==> src/rtl/param_seq_alu.sv <==
// rtl/param_seq_alu.sv - parametrised registered ALU with start/done handshake and optional iterative MUL/DIVU
//
// Optional feature macro: ALU_MULDIV_EN
//   defined   : MUL (shift-add) and DIVU (restoring) run one bit per cycle in ITER
//   undefined : no ITER state or iterative datapath; MUL/DIVU finish in one cycle with zero result
//
// Ports:
//   clk        rising-edge clock
//   rst_n      asynchronous active-low reset
//   start      request, accepted only while idle (busy=0)
//   op[2:0]    opcode, captured on accepted start
//   a, b       operands, captured on accepted start
//   busy       high from the cycle after accept through the done cycle
//   done       one-cycle completion pulse
//   result     registered result, held until the next op completes
//   remainder  DIVU remainder, 0 for other ops
//   zero       result == 0, registered with result
//   overflow   signed overflow for ADD/SUB, 0 otherwise

module param_seq_alu #(
    parameter int WIDTH = 32,
    parameter int CNT_W = $clog2(WIDTH) + 1
) (
    input  logic             clk,
    input  logic             rst_n,
    input  logic             start,
    input  logic [2:0]       op,
    input  logic [WIDTH-1:0] a,
    input  logic [WIDTH-1:0] b,
    output logic             busy,
    output logic             done,
    output logic [WIDTH-1:0] result,
    output logic [WIDTH-1:0] remainder,
    output logic             zero,
    output logic             overflow
);

    typedef enum logic [1:0] {
        S_IDLE = 2'd0,
        S_DONE = 2'd1
`ifdef ALU_MULDIV_EN
        ,
        S_ITER = 2'd2
`endif
    } state_t;

    state_t           state_q, state_d;
    logic [WIDTH-1:0] result_q, result_d;
    logic [WIDTH-1:0] rem_q, rem_d;
    logic             zero_q, zero_d;
    logic             ovf_q, ovf_d;

    // Single-cycle datapath, evaluated directly on the live operands at accept.
    logic [WIDTH-1:0] sum, diff, alu_res;
    logic             alu_ovf;

    assign sum  = a + b;
    assign diff = a - b;

    always_comb begin
        alu_res = '0;
        alu_ovf = 1'b0;
        unique case (op)
            3'b000: begin
                alu_res = sum;
                alu_ovf = (a[WIDTH-1] == b[WIDTH-1]) && (sum[WIDTH-1] != a[WIDTH-1]);
            end
            3'b001: begin
                alu_res = diff;
                alu_ovf = (a[WIDTH-1] != b[WIDTH-1]) && (diff[WIDTH-1] != a[WIDTH-1]);
            end
            3'b010:  alu_res = a & b;
            3'b011:  alu_res = a | b;
            3'b100:  alu_res = {{(WIDTH-1){1'b0}}, (a < b)};
            3'b101:  alu_res = {{(WIDTH-1){1'b0}}, ($signed(a) < $signed(b))};
            default: alu_res = '0;
        endcase
    end

`ifdef ALU_MULDIV_EN
    // Shared iteration registers:
    //   MUL : opa = multiplicand (shifts left), opb = multiplier (shifts right), acc = product
    //   DIVU: opa = dividend, quotient bits shift into its LSB, opb = divisor, acc = partial remainder
    logic [WIDTH-1:0] opa_q, opa_d;
    logic [WIDTH-1:0] opb_q, opb_d;
    logic [WIDTH-1:0] acc_q, acc_d;
    logic [CNT_W-1:0] cnt_q, cnt_d;
    logic             is_div_q, is_div_d;

    // acc < divisor is invariant (or acc holds leading dividend bits when divisor is 0),
    // so the shifted remainder needs one extra bit only for the compare.
    logic [WIDTH:0]   rem_shift;
    logic [WIDTH-1:0] rem_sub;
    logic             rem_ge;
    logic [WIDTH-1:0] fin_res;

    assign rem_shift = {acc_q, opa_q[WIDTH-1]};
    assign rem_ge    = (rem_shift >= {1'b0, opb_q});
    assign rem_sub   = rem_shift[WIDTH-1:0] - opb_q;
    assign fin_res   = is_div_q ? opa_q : acc_q;
`endif

    always_comb begin
        state_d  = state_q;
        result_d = result_q;
        rem_d    = rem_q;
        zero_d   = zero_q;
        ovf_d    = ovf_q;
`ifdef ALU_MULDIV_EN
        opa_d    = opa_q;
        opb_d    = opb_q;
        acc_d    = acc_q;
        cnt_d    = cnt_q;
        is_div_d = is_div_q;
`endif
        unique case (state_q)
            S_IDLE: begin
                if (start) begin
`ifdef ALU_MULDIV_EN
                    if (op[2:1] == 2'b11) begin
                        state_d  = S_ITER;
                        opa_d    = a;
                        opb_d    = b;
                        acc_d    = '0;
                        cnt_d    = CNT_W'(WIDTH);
                        is_div_d = op[0];
                    end else
`endif
                    begin
                        state_d  = S_DONE;
                        result_d = alu_res;
                        rem_d    = '0;
                        zero_d   = (alu_res == '0);
                        ovf_d    = alu_ovf;
                    end
                end
            end
`ifdef ALU_MULDIV_EN
            S_ITER: begin
                if (cnt_q != '0) begin
                    cnt_d = cnt_q - CNT_W'(1);
                    if (is_div_q) begin
                        acc_d = rem_ge ? rem_sub : rem_shift[WIDTH-1:0];
                        opa_d = {opa_q[WIDTH-2:0], rem_ge};
                    end else begin
                        if (opb_q[0]) begin
                            acc_d = acc_q + opa_q;
                        end
                        opa_d = {opa_q[WIDTH-2:0], 1'b0};
                        opb_d = {1'b0, opb_q[WIDTH-1:1]};
                    end
                end else begin
                    // All bits consumed: publish the final values only.
                    state_d  = S_DONE;
                    result_d = fin_res;
                    rem_d    = is_div_q ? acc_q : '0;
                    zero_d   = (fin_res == '0);
                    ovf_d    = 1'b0;
                end
            end
`endif
            S_DONE:  state_d = S_IDLE;
            default: state_d = S_IDLE;
        endcase
    end

    always_ff @(posedge clk or negedge rst_n) begin
        if (!rst_n) begin
            state_q  <= S_IDLE;
            result_q <= '0;
            rem_q    <= '0;
            zero_q   <= 1'b0;
            ovf_q    <= 1'b0;
`ifdef ALU_MULDIV_EN
            opa_q    <= '0;
            opb_q    <= '0;
            acc_q    <= '0;
            cnt_q    <= '0;
            is_div_q <= 1'b0;
`endif
        end else begin
            state_q  <= state_d;
            result_q <= result_d;
            rem_q    <= rem_d;
            zero_q   <= zero_d;
            ovf_q    <= ovf_d;
`ifdef ALU_MULDIV_EN
            opa_q    <= opa_d;
            opb_q    <= opb_d;
            acc_q    <= acc_d;
            cnt_q    <= cnt_d;
            is_div_q <= is_div_d;
`endif
        end
    end

    assign busy      = (state_q != S_IDLE);
    assign done      = (state_q == S_DONE);
    assign result    = result_q;
    assign remainder = rem_q;
    assign zero      = zero_q;
    assign overflow  = ovf_q;

endmodule
==> config.mk <==
export PLATFORM = sky130hd
export DESIGN_NAME = param_seq_alu
export DESIGN_NICKNAME = d
export VERILOG_FILES = /design/src/rtl/param_seq_alu.sv
export SDC_FILE = /design/constraint.sdc
export NUM_CORES = 1
export LEC_CHECK = 0
export CAP_MARGIN = 15
export CORE_ASPECT_RATIO = 1.5
export CORE_MARGIN = 2
export CORE_UTILIZATION = 45
export CTS_BUF_LIST = sky130_fd_sc_hd__clkbuf_8
export DETAILED_ROUTE_END_ITERATION = 7
export DONT_BUFFER_PORTS = 1
export PLACE_DENSITY_LB_ADDON = 0.15
export SLEW_MARGIN = 20
export SYNTH_ARGS = -nofsm -noshare
export SYNTH_HDL_FRONTEND = slang
export SYNTH_SLANG_ARGS = --single-unit
==> constraint.sdc <==
create_clock -name clk -period 3.3 [get_ports clk]
set_input_delay 0.66 -clock clk [delete_from_list [all_inputs] [get_ports clk]]
set_output_delay 0.66 -clock clk [all_outputs]
set_load 0.1 [all_outputs]
==> flow_summary.ini, run 1 <==
[status]
status = finished with violations
violations = negative setup slack

[cells_and_area]
nNetsFinal = 1194
diodes = 0
drive_gt1_share_pct = 24.24
fill_cells = 1426
syn2layout_area_growth_pct = 22.59
multi_input_area_um2 = 5061
final_cell_area_um2 = 7973
fin_util_pct = 56.71
seqCellArea_um2 = 877.1

[timing]
finalSetupViolCount = 3
period_share_pct = 106.0
min_period_ns = 3.499
finClkSkew_ns = 0.007713
hold_violations = 0
worst_slew_pin_slew_ns = 0.9867
setup_slack_ns = -0.1987
fmax_mhz = 285.8
slew_headroom_pct = 34.22
hold_ws_ns = 0.06190
fin_tns_setup_ns = -0.4011
rsz0062_at_grt = yes
maxSlewViolCount = 0

[routing]
drtIter0Drc = 404
drt-wirelength-per-cell_um = 17.58
wirelength_um = 21360
drc = 0
num_vias = 6701
firstDrtPassIters = 6
avgViaCountPerCell = 5.515
ant_nets = 0

[logic_synthesis]
yosysTopAreaCellShare_pct = 19.24
synth-seq-cells = 35
synthesis.area_um2 = 6504
synth_area_leaders = ha_1, dfrtp_1, a21oi_1
avgSynthCellArea_um2 = 7.299
ys_seq_area_share_pct = 13.47
synth_top_family_by_area = compound AO/OA/AOI/OAI gates
synthArstFlopShare_pct = 100.0
synth_cell_types = 84
synth_most_common_cell = ha_1
synthSimpleGateAreaFrac_pct = 17.06
synth.cells.most_frequent = ha_1, inv_1, a21oi_1
synth_compound_area_share_pct = 30.57
synth.largest_area_cell = ha_1
synth_mux_area_share_pct = 1.135
synth_xor_area_share_pct = 3.905
yosys_warnings = 0
synth_edf_count = 0
synthAdderAreaFrac_pct = 19.85
postSynthCellCount = 891
synthFlopType = dfrtp_1

[global_routing]
antenna_found_initial = 0
grt_overflow = 0
grt_pass1_vias = 6662
grt_pass1_wl_um = 33210
grt.total_usage_pct = 27.10
grt_max_degree = 117

[pwr]
swShare_pct = 55.39
p_leak_uw = 0.003866
power_switching_uw = 1505
seq_power_share_pct = 37.2
combPwrFrac_pct = 52.2
ir_drop_uv = 273.7
p_per_area_nw_per_um2 = 340.7
p_clk_share_pct = 10.6
intPower_uw = 1212

[die]
dieArea_um2 = 15450
die_h_um = 151.2
die_width_um = 102.2
num_rows = 53
num_io_pins = 138
core_um2 = 14060
start_util_pct = 46.26

[critical_path]
cp_max_fo = 4
cp.required_ns = 3.49
arrival_ns = 3.69
crit_path_start_kind = primary input
worstSetupPathType = primary input to flop
critPathCaptureType = flop

[cts]
clk_latency_ns = 0.28
cts_buffers = 5
clkSlewWorstSetupHoldPaths_ns = 0.07
cts_hold_buf = 0
cts_tree = built
cts_root_buf = clkbuf_8
clockBufferDepth = 2
clock_sinks = 35
cts_max_level = 2

[placed_design]
dpl-instance-area_um2 = 7696
port_buffers = 0
place_ws_ns = -0.6129
gp_congestion = 0.9023
dpl.hpwl_um = 17440

[hold_path]
min_path_type = primary input to async pin

[flow_run]
maxCapViolations = 0
final timing paths:
kind / depth (start not counted) / startpoint / end / slack [ns]
worst min-delay path: 0 / rst_n / result[25]$_DFFE_PN0P_ / 0.06
min in group clk: 1 / op[2] / result[1]$_DFFE_PN0P_ / 0.47
worst max register to register: 10 / state_q[0]$_DFFE_PN0P_ / zero$_DFFE_PN0P_ / 0.74
worst min register to register: 4 / state_q[0]$_DFFE_PN0P_ / result[2]$_DFFE_PN0P_ / 0.78
worst max-delay path: 17 / a[1] / zero$_DFFE_PN0P_ / -0.20
max in group asynchronous: 0 / rst_n / state_q[0]$_DFFE_PN0P_ / 3.15
stage by stage:
step	power [uW]	std cells
after CTS	2688	1213
after global placement	2363	1202
after floorplan	1951	922
after global routing	2875	1215
final	2716	1215
after detailed placement	2379	1202
placed cells by master (no fill, tap or decap), types with 6 or more instances in the layout:
| master | count |
|---|---|
| o22ai_1 | 7 |
| nor2b_1 | 10 |
| xnor2_1 | 25 |
| dfrtp_1 | 34 |
| nand2b_1 | 7 |
| nor2_1 | 59 |
| conb_1 | 32 |
| o21bai_1 | 8 |
| a211oi_1 | 19 |
| inv_1 | 97 |
| nor3_1 | 13 |
| o21ai_0 | 56 |
| nand4_1 | 10 |
| a21oi_1 | 89 |
| and3_1 | 6 |
| o211ai_1 | 13 |
| o21ai_1 | 9 |
| nand2_1 | 92 |
| buf_4 | 176 |
| o31ai_1 | 12 |
| ha_1 | 94 |
| a31oi_1 | 9 |
logic make-up (layout without fill, tap and decap cells):
kind of cell	Yosys count	after routing
flip-flops	35	35
buffers and inverters	182	283
AND/OR/NAND/NOR	236	236
AO/OA/AOI/OAI	300	300
XOR/XNOR	29	29
other	1	32
multiplexers	6	6
adder cells (fa/ha/maj)	102	102
power groups by stage:
stage,Combinational [uW],Sequential [uW],Clock [uW]
2_1_floorplan,946,1000,0
3_3_place_gp,1340,1020,0
3_5_place_dp,1360,1020,0
4_1_cts,1390,1010,291
5_1_grt,1540,1020,318
6_report,1420,1010,288
registers in the layout, summed over array words and instances (netlist names):
| signal | cells |
|---|---|
| overflow | 1 |
| state_q | 1 |
| result | 32 |
| zero | 1 |
cell type report:
cell class / instances / area share, %
clock buffer: 5 / 0.8632
sequential: 35 / 11.00
timing repair buffer: 177 / 16.71
tap: 192 / 3.013
multi-input combinational: 705 / 63.48
clock inverter: 3 / 0.1569
inverter: 98 / 4.771
per-layer routing:
metal | routed length (um) | global-route usage, %
met1 | 8436 | 31.12
met2 | 11250 | 51.32
met3 | 1083 | 3.138
met4 | 584 | 8.333
met5 | 0 | 0
critical path, stage by stage:
cell	delay (ns)
inv_1	0.06
buf_4	0.15
fa_2	0.39
nor2b_2	0.15
o211ai_1	0.20
a211o_4	0.43
a31oi_4	0.20
buf_6	0.12
buf_4	0.09
o31a_1	0.19
o21a_1	0.13
o21ai_0	0.07
a22oi_1	0.18
xnor2_1	0.11
o21ai_2	0.19
nand2_1	0.09
o41ai_2	0.26
timing repair:
item,4_1_cts,5_1_grt
pin swaps,13,19
gates resized for setup,14,27
setup endpoints to repair,3,11
setup buffers,3,3
Power figures use the tool's default switching activity.
==> inputs of run 2 (changes only) <==
--- a/config.mk
+++ b/config.mk
@@ -5,7 +5,7 @@
 export SDC_FILE = /design/constraint.sdc
 export NUM_CORES = 1
 export LEC_CHECK = 0
-export CAP_MARGIN = 15
+export ABC_AREA = 1
 export CORE_ASPECT_RATIO = 1.5
 export CORE_MARGIN = 2
 export CORE_UTILIZATION = 45
==> run 2 against run 1 <==
The flow now finishes without violations. Routed wire length grew 43%. Clock-buffer cell count grew 1. Sequential cell count is the same. Critical path depth grew 3. Critical endpoint unchanged.
==> flow_summary.ini, run 2 <==
[status]
status = completed

[routing]
firstDrtPassIters = 5
dr.max_layer_used = met4
wirelength_um = 30560
drc = 0
met1_length_um = 10970
num_vias = 8898
wl_met3_um = 1198
wl_met2_um = 16130
ant_nets = 0
drtIter0Drc = 701
drt-wirelength-per-cell_um = 18.24
avgViaCountPerCell = 5.312

[logic_synthesis]
synth_top_family_by_area = simple AND/OR/NAND/NOR gates
synth_most_common_cell = nand2_1
synth-seq-cells = 35
avgSynthCellArea_um2 = 5.423
synth_area_leaders = nand2_1, ha_1, inv_1
synthArstFlopShare_pct = 100.0
yosys_warnings = 0
synthesis.area_um2 = 7939
synth_edf_count = 0
synthFlopType = dfrtp_1
ys_seq_area_share_pct = 11.03
synth_xor_area_share_pct = 0.1103
synthAdderAreaFrac_pct = 16.26
postSynthCellCount = 1464
synth_cell_types = 34
synth.largest_area_cell = nand2_1
synth.cells.most_frequent = nand2_1, inv_1, nand3_1
synth_mux_area_share_pct = 0
synthSimpleGateAreaFrac_pct = 44.71
yosysTopAreaCellShare_pct = 23.22
synth_compound_area_share_pct = 8.716

[pwr]
p_leak_uw = 0.004956
total_power_uw = 2740
ir_drop_uv = 305.6
p_per_area_nw_per_um2 = 333.5

[flow_run]
maxCapViolations = 0

[timing]
setup_slack_ns = 0.3213
min_period_ns = 2.979
period_share_pct = 90.26
worst_slew_pin_slew_ns = 0.9506
maxSlewViolCount = 0
fmax_mhz = 335.7
finClkSkew_ns = 0.006339
slew_headroom_pct = 36.63
rsz0062_at_grt = no
fin_tns_setup_ns = 0
finalSetupViolCount = 0
hold_violations = 0

[placed_design]
dpl.hpwl_um = 26500
place_ws_ns = -0.02689
place_inst = 1667
port_buffers = 0
dpl-instance-area_um2 = 8095
gp_congestion = 0.9848

[critical_path]
worstSetupPathType = primary input to flop
crit_path_start_kind = primary input
rrSetupSlack_ns = 1.28
arrival_ns = 3.20
r2r-start = state_q[0]$_DFFE_PN0P_
r2r_end = result[27]$_DFFE_PN0P_
worst-path-buf-inv = 2
path_common_cell = nand2_1
slowest_stage = fa_1
path_cells = ha_2 > inv_1 > fa_1 > inv_1 > nand3_1 > nand2_1 > nand2_1 > nand2_1 > nand2_1 > nand2_1 > nand2_1 > nand2_1 > nand2_1 > nand3_1 > nand2_1 > nor2_1 > nand3_1 > nor2_1 > nand4_1 > nand2_1
cp_top_family = simple AND/OR/NAND/NOR gates
critPathCaptureType = flop
cp_max_fo = 5
cp.required_ns = 3.52
r2r_cells = 6
cpPeakStageDelay_ns = 0.40

[cts]
clkSlewWorstSetupHoldPaths_ns = 0.08
ctsResizeCount = 0
cts_buffers = 5
clk_latency_ns = 0.29
cts_tree = built
clock_sinks = 35
cts_hold_buf = 0
clockBufferDepth = 2
cts_root_buf = clkbuf_8
cts_max_level = 2
cts_setup_buffers = 0

[cells_and_area]
diodes = 0
syn2layout_area_growth_pct = 3.483
drive_gt1_share_pct = 4.104
layout.cells.non_filler = 1675
mostFrequentLayoutCells = nand2_1, inv_1, nand3_1
final_cell_area_um2 = 8215
nNetsFinal = 1633
final_common_cell = nand2_1
fill_cells = 2009
largest_reg_flops = 32

[die]
num_rows = 59
die_h_um = 166.7
dieArea_um2 = 18740
core_um2 = 17350
start_util_pct = 45.76
num_io_pins = 138
die_width_um = 112.5

[global_routing]
antenna_found_initial = 0
grt_pass1_vias = 8659
grt_max_degree = 36
grt_pass1_wl_um = 46460
grt_overflow = 0
grt.total_usage_pct = 32.00

[hold_path]
min_path_type = primary input to async pin
==> run 2: worst max path at each step <==
stage | start | end | cells past startpoint
floorplan | a[0] | zero$_DFFE_PN0P_ | 20
global placement | a[0] | zero$_DFFE_PN0P_ | 20
detailed placement | a[0] | zero$_DFFE_PN0P_ | 20
CTS | a[0] | zero$_DFFE_PN0P_ | 20
global route | a[0] | zero$_DFFE_PN0P_ | 20
finish | a[0] | zero$_DFFE_PN0P_ | 20
==> run 2: power by group <==
group | switching [uW] | leakage [uW] | internal (uW)
sequential | 500 | 0.000456 | 479
combinational | 986 | 0.00444 | 368
clock | 162 | 0.0000612 | 245
total | 1650 | 0.00496 | 1090
==> run 2: cell type report <==
| type | count | area [um^2] | share of cell area [%] |
|---|---|---|---|
| clock buffer | 6 | 82.58 | 1.005 |
| clock inverter | 2 | 35.03 | 0.4264 |
| inverter | 277 | 1040 | 12.66 |
| timing repair buffer | 33 | 247.7 | 3.016 |
| sequential | 35 | 877.1 | 10.68 |
| multi-input combinational | 1109 | 5667 | 68.98 |
| tap | 213 | 266.5 | 3.244 |
==> run 2: logic make-up after synthesis <==
kind of cell | after synthesis
xor gates and xnor gates | 1
buffers and inverters | 351
and+or+nand+nor | 850
AOI/OAI and AO/OA | 124
other | 1
adders and majority gates | 102
DFF | 35
==> run 2: stage by stage <==
stage | utilization, % | hold WS [ns]
global placement | 46.66 | 0.3650
floorplan | - | 0.3644
global route | 47.36 | 0.04992
detailed placement | 46.66 | 0.3649
finish | 47.36 | 0.05770
CTS | 47.34 | 0.05388
==> run 2: layer usage <==
layer | global-route usage, % | vias to the layer above
met5 | 0 | -
li1 | - | 4465
met4 | 18.77 | 0
met2 | 61.52 | 340
met3 | 2.329 | 107
met1 | 33.30 | 3986
